$ cat src/rtl/edf_queue_arbiter.sv
// Earliest-Deadline-First arbiter: grants the non-empty, armed queue head with the smallest remaining deadline.
// Optional deadline-miss counter built only when MISS_COUNTER_EN is defined (otherwise miss_count is tied to 0).
module edf_queue_arbiter #(
  parameter int NB_CORES      = 4,
  parameter int DATA_SIZE     = 8,
  parameter int REGISTER_SIZE = 32,
  localparam int ID_W         = $clog2(NB_CORES)
) (
  input  logic                              clock,
  input  logic                              reset,
  input  logic                              enable,
  input  logic [NB_CORES*REGISTER_SIZE-1:0] deadlines,
  input  logic [NB_CORES-1:0]               queue_empty,
  input  logic [NB_CORES*DATA_SIZE-1:0]     queue_data,
  output logic [NB_CORES-1:0]               consumed,
  output logic [DATA_SIZE-1:0]              out_data,
  output logic                              out_valid,
  input  logic                              out_ready,
  output logic [ID_W-1:0]                   grant_id,
  output logic [REGISTER_SIZE-1:0]          miss_count
);

  typedef enum logic [1:0] {IDLE, SEND, SETTLE} state_t;

  state_t                   state_q;
  logic [NB_CORES-1:0]      consumed_q;
  logic [DATA_SIZE-1:0]     out_data_q;
  logic                     out_valid_q;
  logic [ID_W-1:0]          grant_q;
  logic [REGISTER_SIZE-1:0] cnt_q   [NB_CORES];
  logic [REGISTER_SIZE-1:0] cnt_d   [NB_CORES];
  logic [NB_CORES-1:0]      armed_q;
  logic [NB_CORES-1:0]      armed_d;

  logic [REGISTER_SIZE-1:0] dl      [NB_CORES];
  logic [DATA_SIZE-1:0]     qd      [NB_CORES];

  logic                     any_elig;
  logic [ID_W-1:0]          win_idx;
  logic [REGISTER_SIZE-1:0] win_cnt;
  logic                     handshake;

  for (genvar g = 0; g < NB_CORES; g++) begin : g_unpack
    assign dl[g] = deadlines[g*REGISTER_SIZE +: REGISTER_SIZE];
    assign qd[g] = queue_data[g*DATA_SIZE +: DATA_SIZE];
  end

  // Countdown re-arms from the new head once the old head has been popped or the queue drains.
  always_comb begin
    cnt_d   = cnt_q;
    armed_d = armed_q;
    for (int i = 0; i < NB_CORES; i++) begin
      if (!armed_q[i]) begin
        if (!queue_empty[i]) begin
          cnt_d[i]   = dl[i];
          armed_d[i] = 1'b1;
        end
      end else begin
        if (cnt_q[i] != '0) cnt_d[i] = cnt_q[i] - REGISTER_SIZE'(1);
        if (consumed_q[i] || queue_empty[i]) armed_d[i] = 1'b0;
      end
    end
  end

  always_ff @(posedge clock or posedge reset) begin
    if (reset) begin
      for (int i = 0; i < NB_CORES; i++) cnt_q[i] <= '0;
      armed_q <= '0;
    end else begin
      cnt_q   <= cnt_d;
      armed_q <= armed_d;
    end
  end

  // Strict less-than keeps the lowest index on equal countdowns.
  always_comb begin
    any_elig = 1'b0;
    win_idx  = '0;
    win_cnt  = '0;
    for (int i = 0; i < NB_CORES; i++) begin
      if (!queue_empty[i] && armed_q[i] && (!any_elig || cnt_q[i] < win_cnt)) begin
        any_elig = 1'b1;
        win_idx  = ID_W'(i);
        win_cnt  = cnt_q[i];
      end
    end
  end

  assign handshake = (state_q == SEND) && out_valid_q && out_ready;

  always_ff @(posedge clock or posedge reset) begin
    if (reset) begin
      state_q     <= IDLE;
      consumed_q  <= '0;
      out_data_q  <= '0;
      out_valid_q <= 1'b0;
      grant_q     <= '0;
    end else begin
      case (state_q)
        IDLE: begin
          consumed_q <= '0;
          if (enable && any_elig) begin
            grant_q     <= win_idx;
            out_data_q  <= qd[win_idx];
            out_valid_q <= 1'b1;
            state_q     <= SEND;
          end
        end
        SEND: begin
          if (handshake) begin
            out_valid_q <= 1'b0;
            consumed_q  <= {{(NB_CORES-1){1'b0}}, 1'b1} << grant_q;
            state_q     <= SETTLE;
          end
        end
        SETTLE: begin
          // One idle cycle lets the popped FIFO present its next head.
          consumed_q <= '0;
          state_q    <= IDLE;
        end
        default: begin
          consumed_q  <= '0;
          out_valid_q <= 1'b0;
          state_q     <= IDLE;
        end
      endcase
    end
  end

`ifdef MISS_COUNTER_EN
  logic [REGISTER_SIZE-1:0] miss_q;

  always_ff @(posedge clock or posedge reset) begin
    if (reset) begin
      miss_q <= '0;
    end else if (handshake && cnt_q[grant_q] == '0 && miss_q != '1) begin
      miss_q <= miss_q + REGISTER_SIZE'(1);
    end
  end

  assign miss_count = miss_q;
`else
  assign miss_count = '0;
`endif

  assign consumed  = consumed_q;
  assign out_data  = out_data_q;
  assign out_valid = out_valid_q;
  assign grant_id  = grant_q;

endmodule

$ cat config.mk
export PLATFORM = sky130hd
export DESIGN_NAME = edf_queue_arbiter
export DESIGN_NICKNAME = d
export VERILOG_FILES = /design/src/rtl/edf_queue_arbiter.sv
export SDC_FILE = /design/constraint.sdc
export NUM_CORES = 1
export LEC_CHECK = 0
export BUFFER_PORTS_ARGS = -buffer_cell sky130_fd_sc_hd__buf_2
export CORE_MARGIN = 8
export CORE_UTILIZATION = 43
export CTS_BUF_LIST = sky130_fd_sc_hd__clkbuf_2
export CTS_CLUSTER_DIAMETER = 60
export DETAILED_ROUTE_END_ITERATION = 12
export GPL_TIMING_DRIVEN = 0
export PLACE_DENSITY = 0.73
export SETUP_SLACK_MARGIN = 0.02
export SLEW_MARGIN = 0
export SYNTH_ARGS = -nofsm -noshare
export SYNTH_HDL_FRONTEND = slang
export SYNTH_SLANG_ARGS = --single-unit
$ cat constraint.sdc
create_clock -name clock -period 9.31 [get_ports clock]
set_clock_uncertainty 0.2 [all_clocks]
set_input_delay 0.4655 -clock clock [delete_from_list [all_inputs] [get_ports clock]]
set_output_delay 0.4655 -clock clock [all_outputs]
set_load 0.02 [all_outputs]
-- Yosys cells after proc, flatten, opt, wreduce, memory -nomap -nowiden
Index checks and enable logic that the tools add are counted.
- $add $sub $neg: 4
- order comparisons: 4
- equal/unequal tests: 12
- shift operators: 1
- muxes and demuxes: 45
- bitwise logic cells: 2
- reduce and logical (&&, ||, !) cells: 36
- operators with widths (kind ; number):
    $mux W32 ; 15
    $reduce_bool A32 Y1 ; 4
    $sub A32 B1 Y32 const B ; 4
    $lt A32 B32 Y1 ; 3
    $mux W1 ; 19
    $bmux W8 S2 ; 1
    $mux W8 ; 2
    $ne A2 B1 Y1 const B ; 8
    $reduce_and A2 Y1 ; 6
    $logic_and A1 B1 Y1 ; 10
    $mux W2 ; 4
    $mux W4 ; 2
    $logic_not A1 Y1 ; 7
    $logic_or A1 B1 Y1 ; 7
    $ne A2 B2 Y1 const B ; 2
    $pmux W2 S2 ; 1
    $shl A1 B2 Y4 const A ; 1
    $ge A3 B3 Y1 const B ; 1
    $not A2 Y3 ; 1
    $pmux W1 S3 ; 1
    $reduce_and A3 Y1 ; 1
    $eq A2 B1 Y1 const B ; 1
    $eq A2 B2 Y1 const B ; 1
    $logic_not A2 Y1 ; 1
    $not A1 Y1 ; 1
- register bits: 149
- input bits: 168
- output and inout port bits: 47
- word-level logic and storage cells: 114

-- Longest topological paths before layout
- depth in word-level cells: 19
- mapped depth: 36
- depth with buffers taken out: 31

-- Worst setup path after synthesis
Ideal clock, no wire load.
- path type: register to register
- from: reg armed_q[0]
- to: reg out_data_q[0] (netlist: out_data[0])
- library setup time: 90 ps
- data arrival time: 7544 ps
- data required time: 9020 ps
- path slack: 1475 ps
- stages on the path, launching flop included: 36
- buffers on the path: 5
- cell sequence: dfrtp_1 > clkbuf_1 > inv_1 > nor2_1 > clkbuf_1 > nand2_1 > ha_1 > a21oi_1 > nand2_1 > a221o_1 > a211o_1 > o31ai_2 > clkbuf_1 > nor2_1 > a21oi_1 > ha_1 > a2111oi_0 > o21ai_0 > o22a_1 > o21a_1 > o21ai_0 > nor3b_1 > a22oi_2 > clkbuf_1 > nand2_1 > o21ai_0 > ha_1 > a211oi_1 > o21ai_0 > a221oi_1 > a211oi_1 > a211oi_1 > o211ai_1 > or2_2 > clkbuf_1 > o221ai_1
- longest elaborated chain between the ends: 18
- elaborated cells on any way between the ends: 29
- those cells by class: order compare: 3; mux: 13; bitwise: 1; reduce/logical: 12
- RTL lines (item ; RTL line ; source):
    from (decl) ; 32 ; logic [NB_CORES-1:0] armed_q;
    from (signal assigned) ; 71 ; armed_q <= armed_d;
    $logic_and A1 B1 Y1 (*) ; 81 ; if (!queue_empty[i] && armed_q[i] && (!any_elig || cnt_q[i] < win_cnt)) begin
    $mux W32 / $mux W1 (equally long branches) ; 81 ;
    $lt A32 B32 Y1 / $logic_not A1 Y1 (equally long branches) ; 81 ;
    $logic_or A1 B1 Y1 ; 81 ;
    $logic_and A1 B1 Y1 ; 81 ;
    $mux W32 / $mux W1 (equally long branches) ; 81 ;
    $lt A32 B32 Y1 / $logic_not A1 Y1 (equally long branches) ; 81 ;
    $logic_or A1 B1 Y1 ; 81 ;
    $logic_and A1 B1 Y1 ; 81 ;
    $mux W32 / $mux W1 (equally long branches) ; 81 ;
    $lt A32 B32 Y1 / $logic_not A1 Y1 (equally long branches) ; 81 ;
    $logic_or A1 B1 Y1 ; 81 ;
    $logic_and A1 B1 Y1 ; 81 ;
    $mux W2 ; 81 ;
    $not A2 Y3 (not written as such) ; 104 ; out_data_q <= qd[win_idx];
    $bmux W8 S2 ; 104 ;
    $mux W8 (not written as such) (2 in series) ; 104 ;
    to (signal assigned) ; 104 ;
    to (decl) ; 27 ; logic [DATA_SIZE-1:0] out_data_q;
Every way passes the cells marked *; elsewhere a longest branch is shown, timed or not. The select of a mux whose other input is x is not followed.
A chain may end at the register's enable or synchronous reset.

-- Final worst setup path
- from: reg armed_q[0]
- to: reg out_data_q[2] (netlist: out_data[2])
Same word-level chain as after synthesis.

==> results.md <==
* Cell Count, Final, Fillers Out at 2,367
* Clk Latency, worst-skew pair at 730 ps
* CP max stage delay at 510 ps
* Top cell type's share of synthesized area at 30.67%
* CTS tree: yes
* Number of port buffers at 180
* VDD IR max at 0.08324 mV
* DP HPWL at 33.00 mm
* Vias per std cell at 6.032
* Hold crit path type: in2async
* Total GRT Usage at 26.38%
* Final Setup Violations at 0
* Vias in the first global route at 13,690
* DR pass1 iterations at 7
* Stages on worst setup path at 33
* Kind of critical path: reg2reg
* Total detailed-routing wirelength at 45.75 mm
* Via total after detailed routing at 14,280
* Utilization after layout at 56.34%
* H-tree lvl count at 4
* Register area share after synthesis at 30.67%
* Leak at 0.006710 uW
* Crit path top cell by count: ha_1
* Mean routed wirelength per cell at 19.33 um
* FF+latch count, synth at 149
* Distinct cells, synth at 80
* # fillers at 2,552
* Final Cell Area at 15,650 um2
* CTS buffer count at 17
* Core Footprint at 27,780 um2
* Minimum clock period at 8740 ps
* Most common cell after layout, fill and taps aside: a21oi_1
* Leading area contributor after synthesis: dfrtp_1
* FF-to-FF Start: armed_q[0]
* Initial DRC Count at 1,717
* Initial Util at 43.75%
* Worst Tran Pin Value at 1172 ps
* # IOs at 215
* R2r worst-path depth at 33
* Crit path max fanout at 10
* YS warnings at 0
* Max_cap viols at 0
* Reg clk slew, reported paths at 250 ps
* Multi-input gate area at 7816 um2
* DIE HEIGHT at 184.1 um
* Crit path capture: out_data[2]
* Final Max Slew Viols at 0
* Crit path capture type: flip-flop
* DR DRC count at 0
* Die footprint at 33,900 um2
* Post-DP Area at 13,680 um2
* Routability cong. at 0.9348
* Grt total ovfl at 0
* R2R setup slack at 570 ps
* Pwr dens at 133.5 nW/um2
* Root buffer cell: clkbuf_2
* Data arrival, critical path at 9190 ps
* Synthesized area per cell at 7.688 um2
* First-pass GRT wire length at 72.14 mm
* Largest net degree at the start of global routing at 84
* Mapped Cells at 1,581
* Clock tree buffer depth at 2
* Critical path launch point type: flip-flop
* RSZ-0062 raised after global routing: no
* Die X at 184.1 um
* Cell Rows at 61
* Async set-or-reset flop fraction in the synthesized netlist at 100.0%
* Rel. slew slack at 21.25%
* EDFF count, synth at 0
* Worst path slowest cell: dfrtp_2
* Crit path launch: armed_q[0]
* Register area at 3730 um2
* Final Cycle Share at 93.88%
* Initial antenna violation count at 1
* Dpl cells at 2,171
* Fin nets at 2,238
* Area delta synth->final at 28.76%
* Outcome: finished, final reports clean
* R2R Path End: out_data[2]
* Mapped cell area at 12,160 um2
* Commonest cells after routing, fill and taps aside: a21oi_1 (212), nand2_1 (204), buf_2 (187), dlygate4sd3_1 (160), dfrtp_1 (148)
* Routed Antenna Nets at 0
* Crit path required time at 9760 ps
* Final Total Pwr at 2090 uW
* Worst path bufs/invs at 5
* Synth area leaders: dfrtp_1 (31%), ha_1 (10%), a21oi_1 (8.7%)
* Critical path's top delay family: compound AO/OA/AOI/OAI gates
* CTS Sinks at 149
* Primary FF master, synth: dfrtp_1
* Final Hold Vio Count at 0
* Share of cells above drive strength 1 at 15.56%
* FMAX at 114.4 MHz
-- worst min-delay path by stage --
stage / startpoint / endpoint / slack [ps] / depth (start not counted)
2_1_floorplan: cnt_q[30] / cnt_q[30] / 290 / 2
3_3_place_gp: out_data[1] / out_data[1] / 270 / 2
3_5_place_dp: out_data[0] / out_data[0] / 280 / 2
4_1_cts: reset / cnt_q[24] / 80 / 3
5_1_grt: reset / cnt_q[2] / 90 / 3
6_report: reset / cnt_q[3] / 100 / 3
-- cell families (layout without fill, tap and decap cells) --
logic type / count (synthesis) / after routing / synth area share, %
DFF: 149 / 149 / 30.67
xor gates and xnor gates: 1 / 1 / 0.07207
muxes: 23 / 23 / 1.976
adders and majority gates: 97 / 97 / 9.985
buffers and inverters: 168 / 542 / 6.402
other: 1 / 35 / 0.03085
and+or+nand+nor: 574 / 574 / 22.65
AOI/OAI and AO/OA: 568 / 568 / 28.21
-- what timing repair did --
action	4_1_cts	5_1_grt
resized for setup	13	17
hold buffers	160	0
endpoints found under the setup margin	10	10
setup buffers	3	0
hold endpoints to repair	246	0
pin swaps	3	2
-- state kept, by name (all words and copies together), names as in the netlist --
name / cells
consumed: 4
grant_id: 2
out_data: 8
state_q: 2
out_valid: 1
cnt_q: 128
armed_q: 4
-- report_power, final --
group | leakage (uW) | internal, uW | switching, uW | total, uW
Sequential | 0.00174 | 722 | 149 | 871
Combinational | 0.00481 | 342 | 435 | 777
Clock | 0.000156 | 158 | 284 | 442
Total | 0.00671 | 1220 | 868 | 2090
-- final cells by class --
class / count / area share, %
flip-flops and latches: 149 / 23.83
well taps: 378 / 3.022
clock inverters: 15 / 1.231
multi-input cells: 1295 / 49.94
diodes: 3 / 0.04797
clock buffers: 17 / 0.5436
plain buffers: 119 / 3.901
inverters: 47 / 1.175
repair buffers: 344 / 16.31
-- metal layers --
| metal | global-route usage (%) | vias up | share of wire, % |
|---|---|---|---|
| met4 | 10.36 | 0 | 4.0 |
| met2 | 42.45 | 858 | 46 |
| li1 | - | 6587 | - |
| met5 | 0 | - | 0 |
| met3 | 5.001 | 152 | 9.0 |
| met1 | 34.59 | 6681 | 41 |
-- Yosys cell counts (4+ instances only) --
cell and n:
o21ai_1 16, nand2b_1 15, nor4_1 19, o21a_1 7
a31oi_1 26, ha_1 97, nand4_1 21, dfrtp_1 149
a2bb2oi_1 12, mux2_2 8, o22a_1 21, or3_1 17
or4_1 7, buf_4 33, nor3_1 52, o211ai_1 9
a211oi_1 12, o311ai_0 4, nand2_1 205, nor2b_1 14
mux2i_1 15, o32ai_1 8, clkbuf_1 72, o2bb2ai_1 4
inv_1 45, nor2_1 141, a21oi_1 212, a22oi_1 12
nand3_1 39, nand3b_1 10, a21o_1 9, buf_1 7
o221ai_1 11, o22ai_1 38, buf_2 7, o31ai_1 7
o21ai_0 127, or2_2 5
-- per-stage QoR --
step / setup slack [ps] / setup TNS (ps) / hold slack, ps
after floorplan: 1475 / 0 / 293.9
after global placement: -591.4 / -5144 / 266.0
after detailed placement: -795.0 / -6976 / 279.3
after CTS: 51.12 / 0 / 80.27
after global routing: 27.64 / 0 / 90.19
final: 569.5 / 0 / 98.98
-- worst reg2reg max path: cells and delay by family (launching register included) --
family | cells | cell delay, ps
AOI/OAI and AO/OA | 15 | 3600
DFF | 1 | 510
and+or+nand+nor | 10 | 2070
adders and majority gates | 3 | 1010
buffers and inverters | 5 | 1290
Power figures use the tool's default switching activity.
